<file path="src/rtl/system_0_sysid_pkg.sv">
// Shared types and constants for the system_0 sysid checker.
package system_0_sysid_pkg;

    typedef enum logic [1:0] {
        StIdle = 2'd0,
        StRdId = 2'd1,
        StRdTs = 2'd2,
        StDone = 2'd3
    } sysid_state_e;

    // Word offsets inside the sysid peripheral.
    localparam logic SYSID_ADDR_ID = 1'b0;
    localparam logic SYSID_ADDR_TS = 1'b1;

    // Values baked into the reference FPGA image.
    localparam logic [31:0] SYSID_DEFAULT_ID = 32'h0000_0000;
    localparam logic [31:0] SYSID_DEFAULT_TS = 32'h5FE3_EAFA;

    // Counter width able to hold 0..limit; a disabled (zero) limit still gets one bit.
    function automatic int unsigned wait_cnt_width(input int unsigned limit);
        return (limit == 0) ? 1 : $clog2(limit + 1);
    endfunction

endpackage

</file>
<file path="src/rtl/system_0_wait_timer.sv">
// Saturating wait-state counter. o_expired flags the enabled cycle that brings the
// count up to LIMIT, so a master can abort on that same edge. LIMIT=0 disables it.
module system_0_wait_timer
    import system_0_sysid_pkg::*;
#(
    parameter int unsigned LIMIT = 255
) (
    input  logic i_clock,
    input  logic i_reset,
    input  logic i_clear,
    input  logic i_enable,
    output logic o_expired
);

    localparam int unsigned W       = wait_cnt_width(LIMIT);
    localparam bit          ENABLED = (LIMIT != 0);
    localparam logic [W-1:0] MAX    = W'(LIMIT);
    localparam logic [W-1:0] LAST   = W'((LIMIT == 0) ? 0 : LIMIT - 1);

    logic [W-1:0] r_count;

    // Count stall cycles, holding at LIMIT instead of wrapping.
    always_ff @(posedge i_clock) begin
        if (i_reset || i_clear) begin
            r_count <= '0;
        end else if (i_enable && (r_count != MAX)) begin
            r_count <= r_count + 1'b1;
        end
    end

    assign o_expired = ENABLED && i_enable && (r_count == LAST);

endmodule

</file>
<file path="config.mk">
export PLATFORM = sky130hd
export DESIGN_NAME = system_0_wait_timer
export DESIGN_NICKNAME = d
export VERILOG_FILES = /design/src/rtl/system_0_sysid_pkg.sv /design/src/rtl/system_0_wait_timer.sv
export SDC_FILE = /design/constraint.sdc
export NUM_CORES = 1
export LEC_CHECK = 0
export BUFFER_PORTS_ARGS = -buffer_cell sky130_fd_sc_hd__buf_2
export CAP_MARGIN = 15
export CORE_AREA = 10 10 47 49
export DETAILED_ROUTE_END_ITERATION = 10
export DIE_AREA = 0 0 57 59
export HOLD_SLACK_MARGIN = 0.1
export PLACE_DENSITY_LB_ADDON = 0.15
export RECOVER_POWER = 100
export SLEW_MARGIN = 15
export SYNTH_ARGS = -nofsm -noshare
export SYNTH_HDL_FRONTEND = slang
export SYNTH_SLANG_ARGS = --single-unit
</file>
<file path="constraint.sdc">
create_clock -name i_clock -period 2.7 [get_ports i_clock]
set_clock_uncertainty 0.15 [all_clocks]
set_input_delay 0.405 -clock i_clock [delete_from_list [all_inputs] [get_ports i_clock]]
set_output_delay 0.405 -clock i_clock [all_outputs]
set_load 0.02 [all_outputs]
</file>
# Word-level counts from Yosys, hierarchy flattened
# Index checks and enable logic that the tools add are counted.
# word_totals
input_bits	4
word_cells	7
out_inout_bits	1
ff_bits	8
# op_classes
eq_ne	2
n_addsub	1
n_reduce_logical	3
# ops
operator	count
8-bit by 1-bit adder with 8-bit output, second input constant	1
8-bit equality test, second input constant	1
8-bit inequality test, second input constant	1
1-bit logical AND	2
1-bit logical OR	1

# Depth between registers and ports, before layout
# Gate-level depths: netlist of the first run.
# logic_depth
depth_word	2
ltp_mapped	4
mapped_depth_nobuf	4

# Worst setup path after synthesis of the first run
# No wires, ideal clock.
# synth_path
path_type	register to output
startpoint	register r_count[4]
endpoint	output o_expired
n_path_buf	0
setup_slack_ns	1.068
stages_incl_launch_ff	3
required_time_ns	2.145
arrival_time_ns	1.077
cell_sequence	dfxtp_1 > nand4_1 > nor3_1
# synth_via
elab_chain_cells	2
# synth_lines
element	line_no	source
from (decl)	system_0_wait_timer.sv:20	logic [W-1:0] r_count;
from (signal assigned)	system_0_wait_timer.sv:27	r_count <= r_count + 1'b1;
8-bit equality test	system_0_wait_timer.sv:31	assign o_expired = ENABLED && i_enable && (r_count == LAST);
1-bit logical AND	system_0_wait_timer.sv:31	
to (decl)	system_0_wait_timer.sv:12	output logic o_expired
# Every way passes these cells.

# Worst setup path in the final report of the first run
# Same ends and word-level chain as after synthesis.

==> results_dict.tcl, run 1 <==
set metrics [dict create \
    grt_overflow 0 \
    dieArea_um2 3360 \
    die_h_um 59 \
    die_w_um 57 \
    crit_path_end "o_expired" \
    cap_viol_max_count 0 \
    htreeDepth 1 \
    top_register "r_count" \
    syn-cell-area_um2 459 \
    clockBufferDepth 2 \
    startpoint "r_count[4]" \
    crit_family "flip-flops" \
    combPwrFrac_pct 5.2 \
    ff2ff_setup_slack_ns 1.06 \
    slew-limit-headroom_pct 63.1 \
    rows 14 \
    p_int_w 0.000175 \
    tightestPinTransition_ns 0.539 \
    nFillCells 160 \
    io_pins 5 \
    p_leak_nw 0.160 \
    clkPwrFrac_pct 41.4 \
    fmax_mhz 521 \
    end_kind "primary output" \
    crit_buf_inv 1 \
    cp.depth 3 \
    critPathMaxFanout 7 \
    power_switching_share_pct 22.5 \
    cts_num_sinks 8 \
    drive_above_1_share_pct 17.2 \
    portBuffers 4 \
    grt_pass1_wl_um 1800 \
    top_regs "r_count (8)" \
    hold_path_class "in -> reg" \
    vias_per_cell 5.39 \
    cts_setup_buffers 0 \
    final_max_slew_viol_count 0 \
    cts_tree "done" \
    yosysSeqAreaShare_pct 34.9 \
    timing.rr.start "r_count[0]" \
    cts_made_buffers 3 \
    finalHoldViolCount 0 \
    rr_worst_depth 3 \
    placed_cells 71 \
    cp_slowest_stage_delay_ns 0.44 \
    largest_register_ffs 8 \
    yosysWarnings 0 \
    crit_slowest_cell "dfxtp_1" \
    dp_hpwl_um 745 \
    grt_use_total_pct 6.49 \
    synthToLayoutAreaGrowth_pct 8.72 \
    ctsResizeCount 0 \
    power.total_w 0.000226 \
    avgSynthCellArea_um2 9.00 \
    cts_hold_buffers 0 \
    drt.antenna.violating_nets 0 \
    first_iter_violations 10 \
    yosysUniqueCellTypes 21 \
    root_buffer "clkbuf_4" \
    drt-total-wl_um 931 \
    syn_inst 51 \
    worstPathRequired_ns 2.14 \
    initial_core_util_pct 32.8 \
    timing.final.crit_share_pct 71.0 \
    seqPwrFrac_pct 53.4 \
    final_nets 66 \
    fin_crit_ns 1.92 \
    ys_ff_latch 8 \
    stdcell_area_um2 499 \
    status "completed" \
    wl_per_cell_um 12.6 \
    p_per_area_nw_per_um2 452 \
    drc 0 \
    fin_cells 74 \
    synth_nets 57 \
    r2r_end "r_count[5]" \
    cp.arrival_ns 1.36 \
    ir_worst_vdd_mv 0.249 \
    rsz0062_at_grt "false" \
    grt_pass1_vias 405 \
    place_congestion 0.696 \
    drtPass1Iterations 2 \
    critical_path.cell_chain "nand4_1, nor3_1, clkbuf_1" \
    crit_type "reg -> out" \
    cts.reportedPaths.clkPinSlew_ns 0.05 \
    insertion_delay_ns 0.26 \
    fin_tns_setup_ns 0 \
    route.vias.total 399 \
    antenna_cells 0 \
    setup_viol 0 \
    grt_max_degree 8 \
    post_dp_cell_area_um2 499 \
    coreArea_um2 1400 \
    antenna_found_initial 0 \
    start_kind "flop" \
    p_sw_w 0.0000509 \
]
## final cells by class
| class | instances | area (um^2) | area share [%] |
|---|---|---|---|
| well taps | 16 | 20.0 | 4.01 |
| flip-flops and latches | 8 | 160 | 32.1 |
| repair buffers | 4 | 18.8 | 3.76 |
| clock buffers | 3 | 22.5 | 4.51 |
| multi-input cells | 39 | 263 | 52.6 |
| inverters | 4 | 15.0 | 3.01 |
## power by group through the flow
stage          clock network (W)   logic [W]  registers [W]
2_1_floorplan                  0  0.00000624       0.000123
3_3_place_gp                   0   0.0000120       0.000123
3_5_place_dp                   0   0.0000120       0.000123
4_1_cts                0.0000959   0.0000120       0.000121
5_1_grt                0.0000993   0.0000140       0.000121
6_report               0.0000935   0.0000116       0.000121
## Yosys cell counts
cell type	instances	area [um^2]
a2111oi_4	1	27.5
a211oi_1	4	30.0
a21oi_1	2	10.0
a31oi_1	2	12.5
and4_4	2	22.5
dfxtp_1	8	160
ha_1	2	25.0
inv_1	4	15.0
mux2i_1	3	30.0
nand2_1	6	22.5
nand3_1	2	10.0
nand3_2	2	20.0
nand4_1	2	12.5
nor2_1	2	7.51
nor3_1	2	10.0
nor4_1	1	6.26
o21ai_0	1	5.00
o21ai_1	1	5.00
o31a_1	1	8.76
or2_2	1	6.26
or3_1	2	12.5
## cells by family (layout without fill, tap and decap cells)
kind of cell | after synthesis | count (layout) | synth area share [%]
muxes | 3 | 3 | 6.54
AOI/OAI and AO/OA | 12 | 12 | 21.5
adders and majority gates | 2 | 2 | 5.45
buffers and inverters | 4 | 11 | 3.27
and+or+nand+nor | 22 | 22 | 28.3
DFF | 8 | 8 | 34.9
## how the worst min path moves through the flow
stage / slack [ns] / endpoint / cells past startpoint / from
after floorplan: 0.33 / r_count[7] / 1 / r_count[7]
after global placement: 0.36 / r_count[1] / 2 / r_count[1]
after detailed placement: 0.36 / r_count[7] / 1 / r_count[7]
after CTS: 0.30 / r_count[5] / 3 / i_reset
after global routing: 0.33 / r_count[1] / 3 / i_reset
final: 0.30 / r_count[5] / 3 / i_reset
## routing by layer
metal / GRT usage, % / share of wire, % / vias to the layer above
met5: 0 / 0 / -
met4: 4.03 / 2.0 / 0
met3: 2.36 / 4.9 / 4
met2: 9.15 / 44 / 6
met1: 8.09 / 49 / 176
li1: - / - / 213
## placed cells by master (no fill, tap or decap)
master	count
dfxtp_1	8
buf_2	3
nor4_1	1
and4_1	1
clkbuf_4	3
clkbuf_1	1
inv_1	4
nand3_1	2
nor3_1	2
mux2i_1	3
ha_1	2
o21ai_0	2
a21oi_1	2
or2_2	1
o31a_1	1
nand4_1	2
a2111oi_0	1
and4_4	1
nand3_2	2
a211oi_1	4
a31oi_1	2
or3_1	2
nand2_1	6
nor2_1	2
## per-stage QoR
step           util, %  setup slack (ns)  hold WS, ns
6_report          35.6             0.782        0.299
3_5_place_dp      35.6              1.10        0.362
3_3_place_gp      35.6              1.08        0.359
2_1_floorplan        -              1.07        0.329
4_1_cts           37.2             0.824        0.298
5_1_grt           35.6             0.625        0.332
## worst min-delay path: cells and delay by family
kind / cells / cell delay [ns]
multiplexers: 1 / 0.05
buffers and inverters: 1 / 0.10
AND/OR/NAND/NOR: 1 / 0.09
Power figures use the tool's default switching activity.
==> run 2: changes to the inputs <==
- clock period: 2.7 -> 1.8 ns (I/O delays scaled with it)
==> results_dict.tcl, run 2 (synthesis results as in run 1) <==
set metrics [dict create \
    status "completed" \
    critPathMaxFanout 6 \
    combPwrFrac_pct 5.1 \
    antenna_found_initial 0 \
    io_pins 5 \
    fin_crit_ns 1.69 \
    top_register "r_count" \
    portBuffers 4 \
    fin_tns_setup_ns 0 \
    cts_made_buffers 3 \
    timing.final.crit_share_pct 93.9 \
    mostFrequentLayoutCells "dfxtp_1, nand2_1, inv_1, a211oi_1, buf_2" \
    final_core_util_pct 35.9 \
    cts.reportedPaths.clkPinSlew_ns 0.05 \
    root_buffer "clkbuf_4" \
    grt_overflow 0 \
    top_regs "r_count (8)" \
    slew-limit-headroom_pct 68.9 \
    coreArea_um2 1400 \
    seqPwrFrac_pct 54.4 \
    initial_core_util_pct 32.8 \
    fmax_mhz 592 \
    insertion_delay_ns 0.25 \
    hold_path_class "in -> reg" \
    vias_per_cell 5.39 \
    dieArea_um2 3360 \
    grt_use_total_pct 5.70 \
    final_max_slew_viol_count 0 \
    p_leak_nw 0.165 \
    grt_pass1_wl_um 1480 \
    start_kind "flop" \
    drt.antenna.violating_nets 0 \
    cts_num_sinks 8 \
    p_int_w 0.000262 \
    finalHoldViolCount 0 \
    timing.rr.start "r_count[1]" \
    drt-total-wl_um 866 \
    largest_register_ffs 8 \
    wl_per_cell_um 11.7 \
    p_per_area_nw_per_um2 662 \
    cp.arrival_ns 1.27 \
    cts_hold_buffers 0 \
    dp_hpwl_um 686 \
    drtPass1Iterations 4 \
    worstPathRequired_ns 1.38 \
    clkPwrFrac_pct 40.5 \
    antenna_cells 0 \
    die_w_um 57 \
    crit_slowest_cell "dfxtp_1" \
    rsz0062_at_grt "false" \
    first_iter_violations 4 \
    hp-start "i_reset" \
    clockBufferDepth 2 \
    hold_ws_ns 0.173 \
    p_sw_w 0.0000709 \
    crit_family "flip-flops" \
    nFillCells 151 \
    cap_viol_max_count 0 \
    tightestPinTransition_ns 0.465 \
    power_switching_share_pct 21.3 \
    rows 14 \
    crit_buf_inv 1 \
    cp_slowest_stage_delay_ns 0.42 \
    crit_type "reg -> out" \
    end_kind "primary output" \
    drive_above_1_share_pct 20.7 \
    startpoint "r_count[5]" \
    synthToLayoutAreaGrowth_pct 9.54 \
    grt_pass1_vias 354 \
    ir_worst_vdd_mv 0.308 \
    stdcell_area_um2 503 \
    final_nets 66 \
    die_h_um 59 \
    place_congestion 0.755 \
    route.vias.total 399 \
    drc 0 \
    htreeDepth 1 \
    critical_path.cell_chain "nand4_1, nor3_1, buf_2" \
    grt_max_degree 8 \
    mostFrequentLayoutCell "dfxtp_1" \
    cts_tree "done" \
    setup_viol 0 \
    post_dp_cell_area_um2 499 \
]
==> run 2: changes by cell type in the layout (fill, tap and decap cells not counted), sizes merged <==
cell,change
buf,+1
clkbuf,-1
==> run 2: path summary, 6_finish.rpt <==
| kind | end | slack [ns] | cells past startpoint |
|---|---|---|---|
| setup / recovery | o_expired | 0.11 | 3 |
| hold / removal | r_count[1] | 0.17 | 3 |
| setup reg to reg | r_count[1] | 0.19 | 4 |
| hold reg to reg | r_count[4] | 0.36 | 1 |
==> run 2: power groups by stage <==
stage / registers, W / clock network, W / logic [W]
after floorplan: 0.000184 / 0 / 0.00000936
after detailed placement: 0.000185 / 0 / 0.0000177
after global placement: 0.000185 / 0 / 0.0000179
after global routing: 0.000181 / 0.000152 / 0.0000196
after CTS: 0.000181 / 0.000139 / 0.0000177
final: 0.000181 / 0.000135 / 0.0000171
==> run 2: cell type report <==
class                   count  area, um^2  area share (%)
multi-input cells          39         264            52.5
flip-flops and latches      8         161            32.1
well taps                  16        20.0            3.98
clock buffers               3        22.5            4.48
repair buffers              4        20.0            3.98
inverters                   4        15.0            2.99
==> run 2: worst min-delay path, delay by kind of cell <==
family | cells | cell delay, ns
buffers and inverters | 1 | 0.10
multiplexers | 1 | 0.06
AND/OR/NAND/NOR | 1 | 0.10
==> run 2: through the flow <==
stage / setup WS [ns] / total power, W / std cells
floorplan: 0.303 / 0.000194 / 51
global placement: 0.227 / 0.000202 / 71
detailed placement: 0.210 / 0.000202 / 71
CTS: 0.0611 / 0.000338 / 74
global route: 0.0123 / 0.000352 / 74
finish: 0.111 / 0.000333 / 74
==> run 2: timing repair <==
item | CTS | global route
setup endpoints to repair | 0 | 1
setup buffers | 0 | 0
gates resized for setup | 0 | 1
hold endpoints to repair | 0 | 0
==> run 2: metal layers <==
layer	part of all wire, %	up-vias	GRT usage, %	routed length, um
met5	0	-	0	0
met4	4.2	0	6.04	36
met3	3.7	5	2.15	32
met2	42	7	7.91	367
met1	50	178	6.29	430
li1	-	209	-	-
==> run 3: changes to the inputs <==
- CELL_PAD_IN_SITES_DETAIL_PLACEMENT: unset -> 0
- CELL_PAD_IN_SITES_GLOBAL_PLACEMENT: unset -> 1
==> results_dict.tcl, run 3 (synthesis results as in run 1) <==
set metrics [dict create \
    vias_per_cell 5.36 \
    nFillCells 162 \
    io_pins 5 \
    htreeDepth 1 \
    top_register "r_count" \
    end_kind "primary output" \
    dp_hpwl_um 723 \
    route.vias.total 397 \
    rsz0062_at_grt "false" \
    insertion_delay_ns 0.25 \
    coreArea_um2 1400 \
    drc 0 \
    slew-limit-headroom_pct 69.1 \
    final_core_util_pct 35.8 \
    cts_num_sinks 8 \
    hold_path_class "in -> reg" \
    dieArea_um2 3360 \
    antenna_found_initial 0 \
    fmax_mhz 582 \
    antenna_cells 0 \
    wl_per_cell_um 12.0 \
    status "completed" \
    pre_cts_slack_ns 0.230 \
    layout_setup_ws_ns 0.0803 \
    cts_made_buffers 3 \
    portBuffers 4 \
    die_w_um 57 \
    largest_register_ffs 8 \
    root_buffer "clkbuf_4" \
    drive_above_1_share_pct 19.0 \
    place_congestion 0.744 \
    ir_worst_vdd_mv 0.344 \
    grt_use_total_pct 5.62 \
    grt_pass1_vias 356 \
    fin_tns_setup_ns 0 \
    grt_max_degree 8 \
    crit_family "flip-flops" \
    cap_viol_max_count 0 \
    critical_path.cell_chain "nand4_1, nor3_1, buf_2" \
    mostFrequentLayoutCells "dfxtp_1, nand2_1, inv_1, a211oi_1, buf_2" \
    critPathMaxFanout 7 \
    regArea_um2 160 \
    cp.arrival_ns 1.30 \
    drtPass1Iterations 5 \
    p_per_area_nw_per_um2 670 \
    drt-total-wl_um 890 \
    grt_pass1_wl_um 1520 \
    top_regs "r_count (8)" \
    clockBufferDepth 2 \
    synthToLayoutAreaGrowth_pct 9.26 \
    start_kind "flop" \
    die_h_um 59 \
    finalHoldViolCount 0 \
    first_iter_violations 15 \
    cp_slowest_stage_delay_ns 0.44 \
    multi_input_area_um2 264 \
    mostFrequentLayoutCell "dfxtp_1" \
    worstPathRequired_ns 1.38 \
    cts_hold_buffers 0 \
    crit_slowest_cell "dfxtp_1" \
    ctsResizeCount 0 \
    setup_viol 0 \
    fin_crit_ns 1.72 \
    timing.final.crit_share_pct 95.5 \
    initial_core_util_pct 32.8 \
    cts.reportedPaths.clkPinSlew_ns 0.06 \
    cts_setup_buffers 0 \
    tightestPinTransition_ns 0.463 \
    hold_ws_ns 0.159 \
    drt.antenna.violating_nets 0 \
    final_max_slew_viol_count 0 \
    final_nets 66 \
    grt_overflow 0 \
    rows 14 \
    crit_buf_inv 1 \
    crit_type "reg -> out" \
    p_leak_nw 0.164 \
    cts_tree "done" \
]
run 3: cell counts in the layout (fill, tap and decap cells not counted):
No cell type changed its count.
run 3: area by class of cell:
type / count / area share (%)
Sequential cell: 8 / 31.9
Timing Repair Buffer: 4 / 3.99
Multi-Input combinational cell: 39 / 52.6
Clock buffer: 3 / 4.49
Tap cell: 16 / 3.99
Inverter: 4 / 2.99
run 3: final timing paths:
path         startpoint         end  slack [ns]  cells past startpoint
max          r_count[4]   o_expired        0.08                      3
min             i_reset  r_count[5]        0.16                      3
max reg2reg  r_count[1]  r_count[0]        0.21                      4
min reg2reg  r_count[7]  r_count[7]        0.37                      1
run 3: stage by stage:
| step | cell area [um^2] | power, W | instances |
|---|---|---|---|
| 3_5_place_dp | 499 | 0.000202 | 71 |
| 6_report | 502 | 0.000336 | 74 |
| 4_1_cts | 522 | 0.000340 | 74 |
| 2_1_floorplan | 459 | 0.000194 | 51 |
| 3_3_place_gp | 499 | 0.000203 | 71 |
| 5_1_grt | 502 | 0.000351 | 74 |
run 3: power by group:
group	internal, W	total (W)	switching [W]
combinational	0.00000705	0.0000171	0.0000101
sequential	0.000179	0.000181	0.00000208
clock	0.0000764	0.000138	0.0000617
run 3: per-layer routing:
metal | part of all wire [%] | global-route usage (%) | vias to the layer above
li1 | - | - | 210
met1 | 47 | 6.31 | 179
met2 | 46 | 8.68 | 6
met3 | 6.4 | 2.58 | 2
met4 | 0.45 | 3.02 | 0
met5 | 0 | 0 | -
run 3: worst register-to-register path: cells and delay by family, from the launching register on:
kind / cells / cell delay [ns]
flip-flops: 1 / 0.41
AO/OA/AOI/OAI: 1 / 0.34
AND/OR/NAND/NOR: 1 / 0.10
adder cells (fa/ha/maj): 1 / 0.31
multiplexers: 1 / 0.22
